`config.mk`:
```
export PLATFORM = sky130hd
export DESIGN_NAME = unit_l_seq_flat
export DESIGN_NICKNAME = d
export VERILOG_FILES = /design/src/rtl/unit_l_seq_pkg.sv /design/src/rtl/unit_l_seq_if.sv /design/src/rtl/unit_l_seq_unit_l.sv /design/src/rtl/unit_l_seq.sv /design/src/flat_wrapper.sv
export SDC_FILE = /design/constraint.sdc
export NUM_CORES = 1
export LEC_CHECK = 0
export CORE_ASPECT_RATIO = 1.1
export CORE_MARGIN = 2
export CORE_UTILIZATION = 35
export CTS_BUF_LIST = sky130_fd_sc_hd__clkbuf_4
export DETAILED_ROUTE_END_ITERATION = 7
export SYNTH_ARGS = -nofsm -noshare
export SYNTH_HDL_FRONTEND = slang
export SYNTH_SLANG_ARGS = --single-unit
```
`constraint.sdc`:
```
create_clock -name clk -period 1.9 [get_ports clk]
set_input_delay 0.38 -clock clk [delete_from_list [all_inputs] [get_ports clk]]
set_output_delay 0.38 -clock clk [all_outputs]
set_load 0.02 [all_outputs]
```
`src/rtl/unit_l_seq_pkg.sv`:
```
// Shared types for the logic-unit sequencer: op/state encodings and the
// registered request record.
package unit_l_seq_pkg;
  localparam int UNIT_W = 32;

  typedef enum logic [1:0] {
    OP_LOAD = 2'b00,
    OP_AND  = 2'b01,
    OP_OR   = 2'b10,
    OP_XOR  = 2'b11
  } op_e;

  typedef enum logic [1:0] {
    ST_IDLE = 2'b00,
    ST_EXEC = 2'b01,
    ST_DONE = 2'b10
  } state_e;

  typedef struct packed {
    op_e               op;
    logic [UNIT_W-1:0] a;
    logic [UNIT_W-1:0] b;
  } req_t;

  // Operand a comes from the accumulator when chaining.
  function automatic req_t mk_req(input logic [1:0] op, input logic chain,
                                  input logic [UNIT_W-1:0] a,
                                  input logic [UNIT_W-1:0] acc,
                                  input logic [UNIT_W-1:0] b);
    req_t r;
    r.op = op_e'(op);
    r.a  = chain ? acc : a;
    r.b  = b;
    return r;
  endfunction
endpackage

```
`src/rtl/unit_l_seq_if.sv`:
```
// Request/result handshake bundle between operand source, sequencer and
// result consumer.
interface unit_l_seq_if #(parameter int WIDTH = 32);
  logic             in_valid;
  logic             in_ready;
  logic [1:0]       in_op;
  logic             in_chain;
  logic [WIDTH-1:0] in_a;
  logic [WIDTH-1:0] in_b;
  logic             out_valid;
  logic             out_ready;
  logic [WIDTH-1:0] out_result;
  logic [1:0]       out_op;
  logic             out_zero;
  logic [WIDTH-1:0] acc;

  modport master (
    output in_valid, in_op, in_chain, in_a, in_b, out_ready,
    input  in_ready, out_valid, out_result, out_op, out_zero, acc
  );

  modport slave (
    input  in_valid, in_op, in_chain, in_a, in_b, out_ready,
    output in_ready, out_valid, out_result, out_op, out_zero, acc
  );
endinterface

```
`src/rtl/unit_l_seq_unit_l.sv`:
```
// 32-bit bitwise logic unit: S1/S0 = 01 AND, 10 OR, 11 XOR, 00 passes a.
module unit_l
  import unit_l_seq_pkg::*;
(
  input  logic              s1,
  input  logic              s0,
  input  logic [UNIT_W-1:0] a,
  input  logic [UNIT_W-1:0] b,
  output logic [UNIT_W-1:0] y
);
  always_comb begin
    y = a;
    case ({s1, s0})
      2'b01:   y = a & b;
      2'b10:   y = a | b;
      2'b11:   y = a ^ b;
      default: y = a;
    endcase
  end
endmodule

```
`src/rtl/unit_l_seq.sv`:
```
// Sequencer around unit_l: registers one request per handshake, holds the
// result until consumed and keeps an accumulator for chained operations.
module unit_l_seq
  import unit_l_seq_pkg::*;
#(
  parameter int               WIDTH    = 32,
  parameter logic [WIDTH-1:0] ACC_INIT = '0
) (
  input  logic        clk,
  input  logic        rst_n,
  unit_l_seq_if.slave bus
);
  // unit_l is fixed at 32 bits; WIDTH must equal UNIT_W.
  state_e           state;
  req_t             req_r;
  logic [WIDTH-1:0] acc_r, result_r, ul_out, res;
  op_e              op_r;
  logic             zero_r, valid_r;

  unit_l u_l (
    .s1 (req_r.op[1]),
    .s0 (req_r.op[0]),
    .a  (req_r.a),
    .b  (req_r.b),
    .y  (ul_out)
  );

  assign res = (req_r.op == OP_LOAD) ? req_r.b : ul_out;

  // In DONE the slot frees in the same cycle the consumer takes the result.
  assign bus.in_ready   = (state == ST_IDLE) | ((state == ST_DONE) & bus.out_ready);
  assign bus.out_valid  = valid_r;
  assign bus.out_result = result_r;
  assign bus.out_op     = op_r;
  assign bus.out_zero   = zero_r;
  assign bus.acc        = acc_r;

  always_ff @(posedge clk or negedge rst_n) begin
    if (!rst_n) begin
      state    <= ST_IDLE;
      req_r    <= '0;
      acc_r    <= ACC_INIT;
      result_r <= '0;
      op_r     <= OP_LOAD;
      zero_r   <= 1'b0;
      valid_r  <= 1'b0;
    end else begin
      case (state)
        ST_IDLE: begin
          if (bus.in_valid) begin
            req_r <= mk_req(bus.in_op, bus.in_chain, bus.in_a, acc_r, bus.in_b);
            state <= ST_EXEC;
          end
        end
        ST_EXEC: begin
          result_r <= res;
          acc_r    <= res;
          op_r     <= req_r.op;
          zero_r   <= (res == '0);
          valid_r  <= 1'b1;
          state    <= ST_DONE;
        end
        ST_DONE: begin
          if (bus.out_ready) begin
            valid_r <= 1'b0;
            // acc already holds this result, so a chained request sees it.
            if (bus.in_valid) begin
              req_r <= mk_req(bus.in_op, bus.in_chain, bus.in_a, acc_r, bus.in_b);
              state <= ST_EXEC;
            end else begin
              state <= ST_IDLE;
            end
          end
        end
        default: state <= ST_IDLE;
      endcase
    end
  end
endmodule

```
`src/flat_wrapper.sv`:
```
// flat-port wrapper written by rule: the top's interface ports become plain ports
module unit_l_seq_flat import unit_l_seq_pkg::*;
#(
  parameter int               WIDTH    = 32,
  parameter logic [WIDTH-1:0] ACC_INIT = '0
)
  (clk, rst_n, bus_in_valid, bus_in_op, bus_in_chain, bus_in_a, bus_in_b, bus_out_ready, bus_in_ready, bus_out_valid, bus_out_result, bus_out_op, bus_out_zero, bus_acc);
  unit_l_seq_if #(.WIDTH(WIDTH)) bus_i ();
  input  logic clk;
  input  logic rst_n;
  input wire logic [$bits(bus_i.in_valid)-1:0] bus_in_valid;
  input wire logic [$bits(bus_i.in_op)-1:0] bus_in_op;
  input wire logic [$bits(bus_i.in_chain)-1:0] bus_in_chain;
  input wire logic [$bits(bus_i.in_a)-1:0] bus_in_a;
  input wire logic [$bits(bus_i.in_b)-1:0] bus_in_b;
  input wire logic [$bits(bus_i.out_ready)-1:0] bus_out_ready;
  output wire logic [$bits(bus_i.in_ready)-1:0] bus_in_ready;
  output wire logic [$bits(bus_i.out_valid)-1:0] bus_out_valid;
  output wire logic [$bits(bus_i.out_result)-1:0] bus_out_result;
  output wire logic [$bits(bus_i.out_op)-1:0] bus_out_op;
  output wire logic [$bits(bus_i.out_zero)-1:0] bus_out_zero;
  output wire logic [$bits(bus_i.acc)-1:0] bus_acc;
  assign bus_i.in_valid = bus_in_valid;
  assign bus_i.in_op = bus_in_op;
  assign bus_i.in_chain = bus_in_chain;
  assign bus_i.in_a = bus_in_a;
  assign bus_i.in_b = bus_in_b;
  assign bus_i.out_ready = bus_out_ready;
  assign bus_in_ready = bus_i.in_ready;
  assign bus_out_valid = bus_i.out_valid;
  assign bus_out_result = bus_i.out_result;
  assign bus_out_op = bus_i.out_op;
  assign bus_out_zero = bus_i.out_zero;
  assign bus_acc = bus_i.acc;
  unit_l_seq #(.WIDTH(WIDTH), .ACC_INIT(ACC_INIT)) u_core (.clk(clk), .rst_n(rst_n), .bus(bus_i));
endmodule
```
==> impl_metrics.csv, run 1 <==
group,metric,value,unit
floorplanning,io_pins,140,
synth,synth_cell_types,26,
cts,clk_path_buf_depth,2,
floorplanning,die_h,145.7,um
global_route,grt_pass1_wl,25190,um
global_route,grt_max_degree,105,
job,cap_viol_max_count,0,
global_route,first_global_vias,4948,
sta,fin_setup_tns,-0.1639,ns
sta,worst_slack,-0.1639,ns
worst_setup_path,worstSetupEndpointType,"flop",
worst_setup_path,worstSetupStartpointType,"flop",
synth,yosysTopAreaCell,"dfrtp_1",
drt,wl_per_cell,15.64,um
placement,portBuffers,139,
finish,final_nets,884,
cts,clkSinkCount,104,
synth,synth_warnings,0,
cts,root_buffer,"clkbuf_4",
synth,syn_area,6386,um^2
global_route,antenna_found_initial,1,
floorplanning,start_util,0.3587,
worst_setup_path,critPathKind,"reg2reg",
drt,postRouteAntennaNets,0,
worst_setup_path,cp-startpoint,"u_core.req_r[5]$_DFFE_PN0P_",
placement,gp_congestion,0.8115,
worst_setup_path,rr_startpoint,"u_core.req_r[5]$_DFFE_PN0P_",
run_status,failed_checks,"setup timing",
sta,finalCritPeriodShare,1.086,
sta,fmax,484.5,MHz
sta,rsz0062_at_grt,"true",
worst_setup_path,r2r_cells,6,
worst_hold_path,whs_path_depth,3,
worst_hold_path,hold_class,"in2reg",
drt,wirelength,15520,um
floorplanning,die-area,19340,um^2
cts,numCtsBuffers,9,
drt,vias,4697,
synth,synth-seq-cells,104,
finish,drive_gt1_frac,0.1952,
power,irDropWorstVdd,498.4,uV
worst_setup_path,cp_max_fo,3,
synth,synth_cells,599,
synth,avgSynthCellArea,10.66,um^2
sta,max-slew-margin-rel,0.5679,
sta,slew_viol_final,0,
placement,dp_hpwl,11380,um
worst_hold_path,min_from,"bus_in_chain",
cts,h-tree-depth,3,
synth,ys_seq_area_frac,0.4075,
drt,drt-initial-drc-count,192,
floorplanning,die_w,132.8,um
drt,drc,0,
floorplanning,num_rows,51,
sta,hold_violations,0,
synth,synth_top_cell_area_share,0.4075,
synth,syn_nets,734,
sta,fin_crit,2.064,ns
cts,path_clk_slew,0.15,ns
cts,tritoncts,"yes",
run_status,status,"finished with violations",
sta,setup_viol,1,
worst_setup_path,cp.required,2.31,ns
power,total_leakage_power,4.043,nW
finish,area_growth,31.07,%
drt,routed_via_density,4.735,
cts,clock_latency,0.48,ns
power,total_power,10.76,mW
floorplanning,coreArea,17800,um^2
sta,hold_ws,0.4232,ns
drt,firstDrtPassIters,4,
sta,skew,0.01374,ns
global_route,grt.overflow.total,0,
worst_setup_path,cp.arrival,2.47,ns
global_route,grt.total_usage,0.1646,
sta,worst_pin_slew,0.6481,ns
synth,synth_area_leaders,"dfrtp_1, ha_1, mux4_1",
power,pwr_density_cell,1286,nW/um^2
==> cells by family (layout without fill, tap and decap cells) <==
group | count (synthesis) | after routing | synth area share
buf+inv | 159 | 313 | 0.1203
flops | 104 | 104 | 0.4075
simple gates | 93 | 93 | 0.06034
mux | 92 | 92 | 0.2139
compound gates | 87 | 87 | 0.07249
fa+ha+maj | 64 | 64 | 0.1254
other cells | 0 | 1 | 0
==> repair_timing <==
item                                    in CTS  in global routing
endpoints found under the setup margin      68                  4
pin swaps                                    4                  8
endpoints found under the hold margin      104                  0
gates resized for setup                     81                 17
setup buffers                                7                  9
hold buffers                                 1                  0
==> layout make-up <==
class,count,area (um^2)
inverters,94,352.8
clock buffers,10,75.07
fillers,1661,9433
diodes,1,2.502
well taps,238,297.8
multi-input cells,336,3090
flip-flops and latches,104,2605
clock inverters,5,25.02
repair buffers,204,1922
==> cells in the final DEF (no fill, tap or decap), types with 2 or more instances in the layout <==
cell | synthesis | final
nor4_4 | 0 | 5
nand4_1 | 3 | 3
clkinv_1 | 0 | 3
inv_1 | 94 | 91
ha_1 | 64 | 61
dlymetal6s2s_1 | 0 | 2
inv_2 | 0 | 3
dfrtp_1 | 104 | 102
nor2_1 | 41 | 41
mux2i_1 | 33 | 33
clkbuf_4 | 0 | 10
ha_4 | 0 | 3
a211oi_1 | 5 | 5
dlygate4sd2_1 | 0 | 66
dfrtp_2 | 0 | 2
a21oi_1 | 39 | 38
mux2_2 | 32 | 32
clkdlybuf4s50_1 | 0 | 68
mux4_2 | 9 | 20
nand2_1 | 40 | 40
mux4_1 | 18 | 7
buf_12 | 1 | 10
buf_4 | 32 | 55
o21ai_0 | 40 | 40
==> critical path, cell delays in order (launching register included) <==
cell and delay (ns):
dfrtp_1 0.40, inv_1 0.07, ha_1 0.28, mux4_2 0.53, nor4_4 0.32, nand4_1 0.16, o31ai_2 0.25
==> worst paths after layout <==
path / end / slack, ns
worst max-delay path: u_core.bus.out_zero$_DFFE_PN0P_ / -0.16
worst min-delay path: u_core.req_r[43]$_DFFE_PN0P_ / 0.42
worst max register to register: u_core.bus.out_zero$_DFFE_PN0P_ / -0.16
worst min register to register: u_core.bus.out_op[0]$_DFFE_PN0P_ / 0.51
max in group asynchronous: u_core.req_r[64]$_DFFE_PN0P_ / 0.91
min in group asynchronous: u_core.bus.acc[20]$_DFFE_PN0P_ / 0.43
==> metrics by stage <==
stage	util	std cells	setup slack, ns	cell area (um^2)
detailed placement	0.4581	960	-0.3779	8155
floorplan	-	599	0.02637	6390
CTS	0.4649	982	-0.2168	8277
global placement	0.4581	960	-0.3661	8155
global route	0.4702	992	-0.2277	8371
finish	0.4702	992	-0.1639	8371
==> state kept, by name, indices dropped and copies added, names as in the netlist <==
register	flops
u_core.bus.out_valid	1
u_core.bus.out_op	2
u_core.bus.acc	32
u_core.bus.out_zero	1
u_core.req_r	66
u_core.state	2
==> layer usage <==
metal / routed length (um) / part of all wire / global-route usage / up-vias
met3: 536 / 0.035 / 0.02891 / 21
met1: 6758 / 0.44 / 0.2032 / 2300
li1: - / - / - / 2267
met2: 7802 / 0.50 / 0.2821 / 109
met5: 0 / 0 / 0 / -
met4: 421 / 0.027 / 0.07258 / 0
==> Yosys cell counts (all sizes together) <==
cell / instances
dfrtp: 104
inv: 94
ha: 64
buf: 42
nor2: 41
nand2: 40
o21ai: 40
a21oi: 39
mux2i: 33
mux2: 32
mux4: 27
clkbuf: 23
nor4: 6
a211oi: 5
nand4: 3
nand2b: 2
a2111oi: 1
and2: 1
o31a: 1
o31ai: 1
==> power breakdown <==
| part | internal [mW] | switching, mW | total [mW] |
|---|---|---|---|
| Combinational | 2.90 | 3.05 | 5.95 |
| Sequential | 3.03 | 0.788 | 3.82 |
| Clock | 0.265 | 0.733 | 0.998 |
| Total | 6.19 | 4.57 | 10.8 |
Power figures use the tool's default switching activity.
==> run 2: changes to the inputs <==
--- a/config.mk
+++ b/config.mk
@@ -5,6 +5,7 @@
 export SDC_FILE = /design/constraint.sdc
 export NUM_CORES = 1
 export LEC_CHECK = 0
+export ABC_AREA = 1
 export CORE_ASPECT_RATIO = 1.1
 export CORE_MARGIN = 2
 export CORE_UTILIZATION = 35
==> constraint.sdc (replaced) <==
create_clock -name clk -period 1.8 [get_ports clk]
set_input_delay 0.36 -clock clk [delete_from_list [all_inputs] [get_ports clk]]
set_output_delay 0.36 -clock clk [all_outputs]
set_load 0.02 [all_outputs]
==> impl_metrics.csv, run 2 <==
group,metric,value,unit
synth,synth_warnings,0,
cts,h-tree-depth,3,
placement,portBuffers,139,
sta,fmax,582.5,MHz
synth,synthArstFlopShare,1.000,
floorplanning,die_w,133.6,um
synth,yosysTopAreaCell,"dfrtp_1",
synth,syn_nets,960,
placement,dp_hpwl,11950,um
drt,wirelength,16940,um
cts,clock_latency,0.49,ns
synth,synth_common_cells,"nand2_1, inv_1, o21ai_0",
cts,path_clk_slew,0.16,ns
power,total_leakage_power,4.320,nW
global_route,grt_max_degree,65,
sta,rsz0062_at_grt,"true",
power,pwr_density_cell,1290,nW/um^2
worst_setup_path,cp.arrival,2.16,ns
sta,finalCritPeriodShare,0.9537,
worst_hold_path,hold_class,"in2async",
worst_setup_path,worstSetupEndpointType,"flop",
global_route,grt.overflow.total,0,
sta,max-slew-margin-rel,0.7297,
synth,synth_cells,825,
finish,largest_reg_flops,66,
drt,drc,0,
finish,layout_commonest_cell,"nand2_1",
floorplanning,num_rows,52,
placement,place_area,8278,um^2
placement,gp_congestion,0.7741,
run_status,status,"finished, final reports clean",
synth,synth-seq-cells,104,
placement,dp_worst_setup_slack,-0.1959,ns
drt,postRouteAntennaNets,0,
power,total_power,11.10,mW
finish,final_nets,1102,
floorplanning,start_util,0.3539,
placement,placed_cells,1184,
cts,root_buffer,"clkbuf_4",
synth,synth_area_leaders,"dfrtp_1, ha_1, nand2_1",
cts,tritoncts,"yes",
drt,drt-initial-drc-count,342,
synth,ys_seq_area_frac,0.4022,
floorplanning,die_h,146.6,um
synth,ys.flop_type,"dfrtp_1",
synth,syn_area,6470,um^2
drt,routed_via_density,4.631,
synth,yosysMostFrequentCell,"nand2_1",
cts,clkSinkCount,104,
worst_setup_path,cp_max_fo,9,
power,irDropWorstVdd,503.9,uV
floorplanning,coreArea,18280,um^2
global_route,grt_pass1_wl,27600,um
finish,fillers,1849,
global_route,first_global_vias,5524,
sta,worst_pin_slew,0.4054,ns
global_route,antenna_found_initial,1,
worst_setup_path,critPathKind,"reg2reg",
job,cap_viol_max_count,0,
finish,layout_common_cells,"nand2_1, inv_1, dfrtp_1",
sta,fin_setup_tns,0,ns
synth,synth-edff-count,0,
synth,synth_cell_types,21,
sta,fin_crit,1.717,ns
worst_setup_path,worstSetupStartpointType,"flop",
finish,regMostFlops,"u_core.req_r",
finish,utilization,0.4706,
cts,clk_path_buf_depth,2,
finish,area_growth,32.97,%
sta,setup_viol,0,
global_route,grt.total_usage,0.1772,
sta,hold_violations,0,
synth,avgSynthCellArea,7.842,um^2
sta,worst_slack,0.08341,ns
sta,skew,0.01493,ns
sta,slew_viol_final,0,
finish,fin_cells,1216,
finish,final_cell_area,8603,um^2
drt,wl_per_cell,13.93,um
drt,vias,5631,
drt,firstDrtPassIters,6,
cts,numCtsBuffers,9,
sta,hold_ws,0.3123,ns
floorplanning,die-area,19590,um^2
synth,synth_top_cell_area_share,0.4022,
floorplanning,io_pins,140,
finish,drive_gt1_frac,0.1307,
worst_setup_path,cp.required,2.24,ns
run 2: power breakdown:
group          internal, mW  switching, mW
logic                  2.62           3.49
registers              3.14          0.640
clock network         0.421          0.798
run 2: cell families (layout without fill, tap and decap cells):
kind of cell	Yosys count	after routing	synth area share
buf+inv	198	345	0.1425
compound gates	154	154	0.1336
flops	104	104	0.4022
fa+ha+maj	64	64	0.1238
other cells	0	1	0
simple gates	305	305	0.1978
run 2: what timing repair did:
item	CTS	global route
endpoints found under the hold margin	24	0
pin swaps	0	20
setup endpoints to repair	70	1
hold buffers	1	0
cloned	0	2
gates resized for setup	79	43
setup buffers	2	10
run 2: worst paths after layout:
kind,start,endpoint,slack (ns),cells past startpoint
min in group clk,bus_in_b[10],u_core.req_r[10]$_DFFE_PN0P_,0.41,3
setup / recovery,u_core.req_r[65]$_DFFE_PN0P_,u_core.bus.out_zero$_DFFE_PN0P_,0.08,9
max in group asynchronous,rst_n,u_core.req_r[63]$_DFFE_PN0P_,0.87,3
hold reg to reg,u_core.bus.out_op[0]$_DFFE_PN0P_,u_core.bus.out_op[0]$_DFFE_PN0P_,0.51,2
setup reg to reg,u_core.req_r[65]$_DFFE_PN0P_,u_core.bus.out_zero$_DFFE_PN0P_,0.08,9
hold / removal,rst_n,u_core.bus.acc[21]$_DFFE_PN0P_,0.31,2
run 2: cell type report:
| cell class | count | area [um^2] | area share |
|---|---|---|---|
| clock inverter | 6 | 50.05 | 0.005817 |
| clock buffer | 10 | 75.07 | 0.008726 |
| timing repair buffer | 209 | 2051 | 0.2384 |
| tap | 243 | 304.0 | 0.03534 |
| inverter | 120 | 464.2 | 0.05396 |
| antenna | 1 | 2.502 | 0.0002909 |
| multi-input combinational | 523 | 3052 | 0.3547 |
| sequential | 104 | 2605 | 0.3028 |
run 2: critical path: stages, from the launching register on:
cell	delay (ns)
dfrtp_2	0.52
buf_4	0.17
buf_4	0.16
nand2_1	0.16
o211ai_1	0.12
a21oi_2	0.16
nand2_1	0.09
nor2_1	0.15
nand3_1	0.09
nand2_1	0.06
run 2: routing by layer:
layer	GRT usage	wire (um)	up-vias
met3	0.02222	667	16
met4	0.05638	247	0
li1	-	-	2894
met2	0.2979	7976	119
met5	0	0	-
met1	0.2374	8052	2602
